File: src/rtl/logic_thief_pkg.sv
// rtl/logic_thief_pkg.sv - shared commands, FSM states and slice-count helper for the logic thief readout
package logic_thief_pkg;

  localparam logic [31:0] CMD_START = 32'hC0FFEE01;
  localparam logic [31:0] CMD_ABORT = 32'hDEADDEAD;

  typedef enum logic [2:0] {
    ST_IDLE    = 3'd0,
    ST_ADDR    = 3'd1,
    ST_WAIT    = 3'd2,
    ST_LATCH   = 3'd3,
    ST_PRESENT = 3'd4,
    ST_DONE    = 3'd5
  } state_t;

  // Number of software words per capture entry; slice_o is 3 bits so at most 8.
  function automatic int slice_count(input int data_w, input int word_w);
    return data_w / word_w;
  endfunction

endpackage

File: src/rtl/logic_thief_readout_if.sv
// rtl/logic_thief_readout_if.sv - command, thief read port and software word handshake bundle
interface logic_thief_readout_if #(
  parameter int DATA_W = 192,
  parameter int DEEP   = 8,
  parameter int WORD_W = 32
);

  logic [31:0]       cmd_i;
  logic [DATA_W-1:0] thief_data_i;
  logic [31:0]       thief_addr_o;
  logic [WORD_W-1:0] word_o;
  logic              word_valid_o;
  logic              rd_next_i;
  logic [DEEP-1:0]   entry_o;
  logic [2:0]        slice_o;
  logic              busy_o;
  logic              done_o;
  logic              err_o;

  // Drain engine side.
  modport master (
    input  cmd_i, thief_data_i, rd_next_i,
    output thief_addr_o, word_o, word_valid_o, entry_o, slice_o, busy_o, done_o, err_o
  );

  // Software / thief side.
  modport slave (
    output cmd_i, thief_data_i, rd_next_i,
    input  thief_addr_o, word_o, word_valid_o, entry_o, slice_o, busy_o, done_o, err_o
  );

endinterface

File: src/rtl/logic_thief_slice_mux.sv
// rtl/logic_thief_slice_mux.sv - holds one capture entry and selects the current software word
module logic_thief_slice_mux #(
  parameter int DATA_W = 192,
  parameter int WORD_W = 32,
  parameter int NSLICE = 6
) (
  input  logic              i_clk,
  input  logic              i_rst,
  input  logic              i_load,
  input  logic [DATA_W-1:0] i_data,
  input  logic [2:0]        i_slice,
  output logic [WORD_W-1:0] o_word
);

  logic [DATA_W-1:0] r_hold;

  // Capture the wide thief word once per entry so the thief address may move on.
  always_ff @(posedge i_clk) begin
    if (i_rst) begin
      r_hold <= '0;
    end else if (i_load) begin
      r_hold <= i_data;
    end
  end

  // Slice 0 is the least significant word; out-of-range indices read as zero.
  always_comb begin
    o_word = '0;
    for (int i = 0; i < NSLICE; i++) begin
      if (i_slice == 3'(i)) begin
        o_word = r_hold[i*WORD_W +: WORD_W];
      end
    end
  end

endmodule

File: src/rtl/logic_thief_readout.sv
// rtl/logic_thief_readout.sv - drains every logic thief capture entry to software word by word
module logic_thief_readout
  import logic_thief_pkg::*;
#(
  parameter int LOGTHIEF_DATA_WIDTH = 192,
  parameter int LOGTHIEF_LOG2_DEEP  = 8,
  parameter int WORD_WIDTH          = 32
) (
  input  logic                  clk_i,
  input  logic                  rst_i,
  logic_thief_readout_if.master bus
);

  localparam int NSLICE = slice_count(LOGTHIEF_DATA_WIDTH, WORD_WIDTH);
  localparam logic [2:0] LAST_SLICE = 3'(NSLICE - 1);
  localparam logic [LOGTHIEF_LOG2_DEEP-1:0] LAST_ENTRY = '1;

  state_t                        r_state;
  state_t                        w_state_next;
  logic [LOGTHIEF_LOG2_DEEP-1:0] r_entry;
  logic [LOGTHIEF_LOG2_DEEP-1:0] w_entry_inc;
  logic [2:0]                    r_slice;
  logic [31:0]                   r_thief_addr;
  logic                          r_done;
  logic                          r_err;
  logic                          r_start_prev;
  logic                          w_is_start;
  logic                          w_start_edge;
  logic                          w_abort;
  logic                          w_complete;
  logic                          w_last_slice;
  logic                          w_last_entry;
  logic                          w_idle_like;
  logic                          w_present;
  logic                          w_valid;
  logic                          w_busy;
  logic                          w_load;
  logic [WORD_WIDTH-1:0]         w_word;

  assign w_is_start   = (bus.cmd_i == CMD_START);
  assign w_abort      = (bus.cmd_i == CMD_ABORT);
  // Software holds the command level; only a fresh START may launch a drain.
  assign w_start_edge = w_is_start && !r_start_prev;
  assign w_complete   = bus.thief_data_i[LOGTHIEF_DATA_WIDTH-1];
  assign w_last_slice = (r_slice == LAST_SLICE);
  assign w_last_entry = (r_entry == LAST_ENTRY);
  assign w_entry_inc  = r_entry + 1'b1;
  assign w_idle_like  = (r_state == ST_IDLE) || (r_state == ST_DONE);
  assign w_present    = (r_state == ST_PRESENT);
  assign w_load       = (r_state == ST_LATCH);

  // State register.
  always_ff @(posedge clk_i) begin
    if (rst_i) begin
      r_state <= ST_IDLE;
    end else begin
      r_state <= w_state_next;
    end
  end

  // Next-state decode and status outputs; ABORT overrides every transition.
  always_comb begin
    w_state_next = r_state;
    w_valid      = 1'b0;
    w_busy       = 1'b0;
    case (r_state)
      ST_IDLE, ST_DONE: begin
        if (w_start_edge && w_complete) w_state_next = ST_ADDR;
      end
      ST_ADDR: begin
        w_busy       = 1'b1;
        w_state_next = ST_WAIT;
      end
      ST_WAIT: begin
        w_busy       = 1'b1;
        w_state_next = ST_LATCH;
      end
      ST_LATCH: begin
        w_busy       = 1'b1;
        w_state_next = ST_PRESENT;
      end
      ST_PRESENT: begin
        w_busy  = 1'b1;
        w_valid = 1'b1;
        if (bus.rd_next_i && w_last_slice) begin
          w_state_next = w_last_entry ? ST_DONE : ST_ADDR;
        end
      end
      default: w_state_next = ST_IDLE;
    endcase
    if (w_abort) w_state_next = ST_IDLE;
  end

  // Entry/slice counters, thief address and sticky done/error flags.
  always_ff @(posedge clk_i) begin
    if (rst_i) begin
      r_entry      <= '0;
      r_slice      <= '0;
      r_thief_addr <= '0;
      r_done       <= 1'b0;
      r_err        <= 1'b0;
      r_start_prev <= 1'b0;
    end else begin
      r_start_prev <= w_is_start;
      if (w_abort) begin
        r_done <= 1'b0;
        r_err  <= 1'b0;
      end else if (w_idle_like && w_start_edge) begin
        if (w_complete) begin
          r_entry      <= '0;
          r_slice      <= '0;
          r_thief_addr <= '0;
          r_done       <= 1'b0;
          r_err        <= 1'b0;
        end else begin
          r_err <= 1'b1;
        end
      end else if (w_load) begin
        r_slice <= '0;
      end else if (w_present && bus.rd_next_i) begin
        if (!w_last_slice) begin
          r_slice <= r_slice + 3'd1;
        end else if (w_last_entry) begin
          r_done <= 1'b1;
        end else begin
          r_entry      <= w_entry_inc;
          r_thief_addr <= {{(32-LOGTHIEF_LOG2_DEEP){1'b0}}, w_entry_inc};
        end
      end
    end
  end

  logic_thief_slice_mux #(
    .DATA_W (LOGTHIEF_DATA_WIDTH),
    .WORD_W (WORD_WIDTH),
    .NSLICE (NSLICE)
  ) u_slice_mux (
    .i_clk   (clk_i),
    .i_rst   (rst_i),
    .i_load  (w_load),
    .i_data  (bus.thief_data_i),
    .i_slice (r_slice),
    .o_word  (w_word)
  );

  assign bus.thief_addr_o = r_thief_addr;
  assign bus.word_o       = w_word;
  assign bus.word_valid_o = w_valid;
  assign bus.entry_o      = r_entry;
  assign bus.slice_o      = r_slice;
  assign bus.busy_o       = w_busy;
  assign bus.done_o       = r_done;
  assign bus.err_o        = r_err;

endmodule
File: src/flat_wrapper.sv
// flat-port wrapper written by rule: the top's interface ports become plain ports
module logic_thief_readout_flat import logic_thief_pkg::*;
#(
  parameter int LOGTHIEF_DATA_WIDTH = 192,
  parameter int LOGTHIEF_LOG2_DEEP  = 8,
  parameter int WORD_WIDTH          = 32
)
  (clk_i, rst_i, bus_cmd_i, bus_thief_data_i, bus_rd_next_i, bus_thief_addr_o, bus_word_o, bus_word_valid_o, bus_entry_o, bus_slice_o, bus_busy_o, bus_done_o, bus_err_o);
  logic_thief_readout_if bus_i ();
  input  logic clk_i;
  input  logic rst_i;
  input wire logic [$bits(bus_i.cmd_i)-1:0] bus_cmd_i;
  input wire logic [$bits(bus_i.thief_data_i)-1:0] bus_thief_data_i;
  input wire logic [$bits(bus_i.rd_next_i)-1:0] bus_rd_next_i;
  output wire logic [$bits(bus_i.thief_addr_o)-1:0] bus_thief_addr_o;
  output wire logic [$bits(bus_i.word_o)-1:0] bus_word_o;
  output wire logic [$bits(bus_i.word_valid_o)-1:0] bus_word_valid_o;
  output wire logic [$bits(bus_i.entry_o)-1:0] bus_entry_o;
  output wire logic [$bits(bus_i.slice_o)-1:0] bus_slice_o;
  output wire logic [$bits(bus_i.busy_o)-1:0] bus_busy_o;
  output wire logic [$bits(bus_i.done_o)-1:0] bus_done_o;
  output wire logic [$bits(bus_i.err_o)-1:0] bus_err_o;
  assign bus_i.cmd_i = bus_cmd_i;
  assign bus_i.thief_data_i = bus_thief_data_i;
  assign bus_i.rd_next_i = bus_rd_next_i;
  assign bus_thief_addr_o = bus_i.thief_addr_o;
  assign bus_word_o = bus_i.word_o;
  assign bus_word_valid_o = bus_i.word_valid_o;
  assign bus_entry_o = bus_i.entry_o;
  assign bus_slice_o = bus_i.slice_o;
  assign bus_busy_o = bus_i.busy_o;
  assign bus_done_o = bus_i.done_o;
  assign bus_err_o = bus_i.err_o;
  logic_thief_readout #(.LOGTHIEF_DATA_WIDTH(LOGTHIEF_DATA_WIDTH), .LOGTHIEF_LOG2_DEEP(LOGTHIEF_LOG2_DEEP), .WORD_WIDTH(WORD_WIDTH)) u_core (.clk_i(clk_i), .rst_i(rst_i), .bus(bus_i));
endmodule
File: config.mk
export PLATFORM = sky130hd
export DESIGN_NAME = logic_thief_readout_flat
export DESIGN_NICKNAME = d
export VERILOG_FILES = /design/src/rtl/logic_thief_pkg.sv /design/src/rtl/logic_thief_readout_if.sv /design/src/rtl/logic_thief_slice_mux.sv /design/src/rtl/logic_thief_readout.sv /design/src/flat_wrapper.sv
export SDC_FILE = /design/constraint.sdc
export NUM_CORES = 1
export LEC_CHECK = 0
export ABC_CLOCK_PERIOD_IN_PS = 2200
export BUFFER_PORTS_ARGS = -buffer_cell sky130_fd_sc_hd__buf_2
export CELL_PAD_IN_SITES_DETAIL_PLACEMENT = 1
export CELL_PAD_IN_SITES_GLOBAL_PLACEMENT = 1
export CORE_AREA = 2 2 164 166
export DETAILED_ROUTE_END_ITERATION = 10
export DIE_AREA = 0 0 166 168
export PLACE_DENSITY = 0.88
export SYNTH_ARGS = -nofsm -noshare
export SYNTH_HDL_FRONTEND = slang
export SYNTH_HIERARCHICAL = 1
export SYNTH_SLANG_ARGS = --single-unit
File: constraint.sdc
create_clock -name clk_i -period 2.2 [get_ports clk_i]
set_input_delay 0.44 -clock clk_i [delete_from_list [all_inputs] [get_ports clk_i]]
set_output_delay 0.44 -clock clk_i [all_outputs]
set_load 0.02 [all_outputs]
==> flow_summary.json <==
{
  "yosys_register_bits": 209,
  "syn_area_per_cell_um2": 10.12,
  "first_iter_violations": 345,
  "r2r-start": "u_core/bus.slice_o[0]$_SDFFE_PP0P_",
  "start_util": 0.3804,
  "dr.pass1.iters": 4,
  "fmax_ghz": 0.4023,
  "grtUsageTotal": 0.2290,
  "min_path_cells": 3,
  "cts_tree": "done",
  "synth_edf_count": 0,
  "dr_total_vias": 8589,
  "violations": "negative setup slack",
  "peakVddDrop_mv": 0.5445,
  "hp-start": "bus_thief_data_i[29]",
  "antenna_found_initial": 15,
  "fin_ws_ns": -0.2854,
  "rsz0062_at_grt": "yes",
  "maxCapViolations": 0,
  "htreeDepth": 1,
  "die_area_um2": 27890,
  "setup_violations": 32,
  "port_buffers": 281,
  "place_inst": 1573,
  "path_clk_slew_ns": 0.06,
  "core_um2": 26350,
  "reg2regPathDepth": 7,
  "grt_pass1_wl_um": 50810,
  "cts_made_buffers": 24,
  "finalMaxSlewViolations": 0,
  "min_to": "u_core/u_slice_mux/r_hold[29]$_SDFFE_PP0P_",
  "route.detailed.drc": 0,
  "antenna_left": 0,
  "cts_sinks": 209,
  "r2r_end": "u_core/bus.slice_o[1]$_SDFFE_PP0P_",
  "netlist_area_um2": 10020,
  "status": "finished with violations",
  "yosys.area.top_type_share": 0.4174,
  "syn2layout_area_growth_pct": 34.46,
  "synth_top_area_cell": "dfxtp_1",
  "worstPathRequired_ns": 1.76,
  "grt_start_max_net_pins": 106,
  "die_height_um": 168,
  "startpoint_type": "flip-flop",
  "fin_cells": 1660,
  "num_rows": 60,
  "ys_warn_count": 6,
  "synth.distinct_cells": 57,
  "hold_buffers": 0,
  "synthTopCellsByArea": "dfxtp_1, mux2i_1, nor2_1",
  "powerDensity_nw_per_um2": 648.4,
  "die_x_um": 166,
  "fin_crit_ns": 2.485,
  "synth_cells": 990,
  "fin_crit_sh": 1.130,
  "synth.most_common_cell": "mux2i_1",
  "cts_max_path_buffers": 3,
  "cp.arrival_ns": 2.05,
  "cp-end-kind": "output pin",
  "place.detailed.hpwl_um": 23120,
  "finish.utilization": 0.5115,
  "overflow": 0,
  "power_mw": 8.739,
  "p_leak_nw": 5.135,
  "cts-root-buf": "clkbuf_16",
  "globalplace.congestion": 0.8284,
  "synthArstFlopShare": 0,
  "relSlewSlack": 0.4771,
  "drive_gt1_frac": 0.3787,
  "vias_per_cell": 5.174,
  "fin_nets": 1522,
  "tightest_slew_ns": 0.7807,
  "cp_max_fo": 6,
  "hold_viol": 0,
  "post_drt_wl_per_cell_um": 20.44,
  "clkLatencyLatePin_ns": 0.54,
  "synth_common_cells": "mux2i_1, dfxtp_1, nor2_1",
  "crit_type": "flip-flop to output pin",
  "synth_ff_type": "dfxtp_1",
  "r2r_setup_slack_ns": 0.03,
  "yosysSeqAreaShare": 0.4174,
  "wirelength_um": 33940,
  "io_pins": 306,
  "grt_pass1_vias": 9067,
  "fin_worst_skew_ns": 0.01386,
  "hold_path_class": "input port to flip-flop"
}
## state kept, by name, summed over array words and instances, names as in the netlist
register	count
u_core/bus.done_o	1
u_core/bus.err_o	1
u_core/bus.slice_o	3
u_core/bus.thief_addr_o	8
u_core/r_start_prev	1
u_core/r_state	3
u_core/u_slice_mux/r_hold	192
## area by class of cell
cell class              instances  area (µm²)
diodes                         12       30.03
clock buffers                  34       708.2
clock inverters                 7       60.06
fillers                      2960       12870
inverters                      14       70.07
multi-input cells             688        5535
flip-flops and latches        209        4194
well taps                     341       426.7
repair buffers                355        2454
## metrics by stage
stage | instance area [µm²] | setup TNS [ns] | hold WS (ns) | worst slack, ns
after global routing | 13470 | -7.927 | 0.1373 | -0.3376
after floorplan | 10110 | 0 | 0.4527 | 0.2931
after CTS | 13130 | -6.027 | 0.1164 | -0.2440
after global placement | 11730 | 0 | 0.4692 | 0.006916
final | 13480 | -5.867 | 0.1365 | -0.2854
after detailed placement | 11730 | -0.1140 | 0.4806 | -0.04420
## worst max-delay path by stage
stage | start | end | slack, ns | cells past startpoint
detailed placement | bus_cmd_i[2] | u_core/bus.thief_addr_o[2]$_SDFFE_PP0P_ | -0.04 | 6
floorplan | bus_cmd_i[12] | u_core/bus.thief_addr_o[2]$_SDFFE_PP0P_ | 0.29 | 5
global route | u_core/bus.slice_o[0]$_SDFFE_PP0P_ | bus_word_o[1] | -0.34 | 7
CTS | u_core/bus.slice_o[0]$_SDFFE_PP0P_ | bus_word_o[8] | -0.24 | 7
global placement | bus_cmd_i[2] | u_core/bus.thief_addr_o[2]$_SDFFE_PP0P_ | 0.007 | 6
finish | u_core/bus.slice_o[0]$_SDFFE_PP0P_ | bus_word_o[31] | -0.29 | 7
## kinds of logic (layout without fill, tap and decap cells)
kind of cell,count (synthesis),after routing,synth area share
xor+xnor,3,3,0.002622
fa+ha+maj,3,3,0.003745
compound gates,121,121,0.1030
other cells,1,36,0.0003741
simple gates,273,274,0.1272
buf+inv,117,410,0.07690
flops,209,209,0.4174
mux,263,263,0.2688
## per-layer routing
| metal | vias up | share of wire | GRT usage |
|---|---|---|---|
| li1 | 4078 | - | - |
| met1 | 4195 | 0.42 | 0.2750 |
| met2 | 248 | 0.49 | 0.3998 |
| met3 | 60 | 0.056 | 0.05454 |
| met4 | 8 | 0.030 | 0.08318 |
| met5 | - | 0.0014 | 0 |
## worst max-delay path, cell delays in order (launching register included)
cell and delay (ns):
dfxtp_4 0.38, buf_12 0.14, buf_4 0.17, clkbuf_16 0.17
mux2i_1 0.19, o22a_1 0.20, o21ai_1 0.10, buf_4 0.17
## where the power goes
part | internal [mW] | switching (mW)
combinational | 0.467 | 0.506
clock | 2.24 | 1.66
sequential | 3.82 | 0.0499
## cells in the final DEF (no fill, tap or decap), types with 5 or more instances in the layout
cell type	netlist	final
diode_2	0	12
a31oi_1	6	6
nand4_1	5	5
mux2i_1	250	237
buf_6	9	15
o21ai_1	19	14
conb_1	1	24
o32ai_4	0	10
dfxtp_1	209	205
mux2_4	12	13
buf_12	2	20
o22ai_1	15	15
a21oi_1	6	6
clkbuf_16	0	25
a221oi_2	13	13
buf_2	10	254
clkinv_2	1	6
mux2i_4	0	9
o22a_1	19	16
buf_4	58	59
nand2b_1	8	6
inv_1	11	11
o21ai_2	0	6
nand3_1	9	9
clkbuf_8	0	7
o21ai_0	16	15
nand2_1	12	10
nor2_1	199	198
## what timing repair did
item,in CTS,in global routing
endpoints found under the setup margin,32,41
pin swaps,13,14
resized for setup,79,44
buffers inserted,20,9
cloned,4,2
Note: power is estimated with default switching activity, not from simulation.
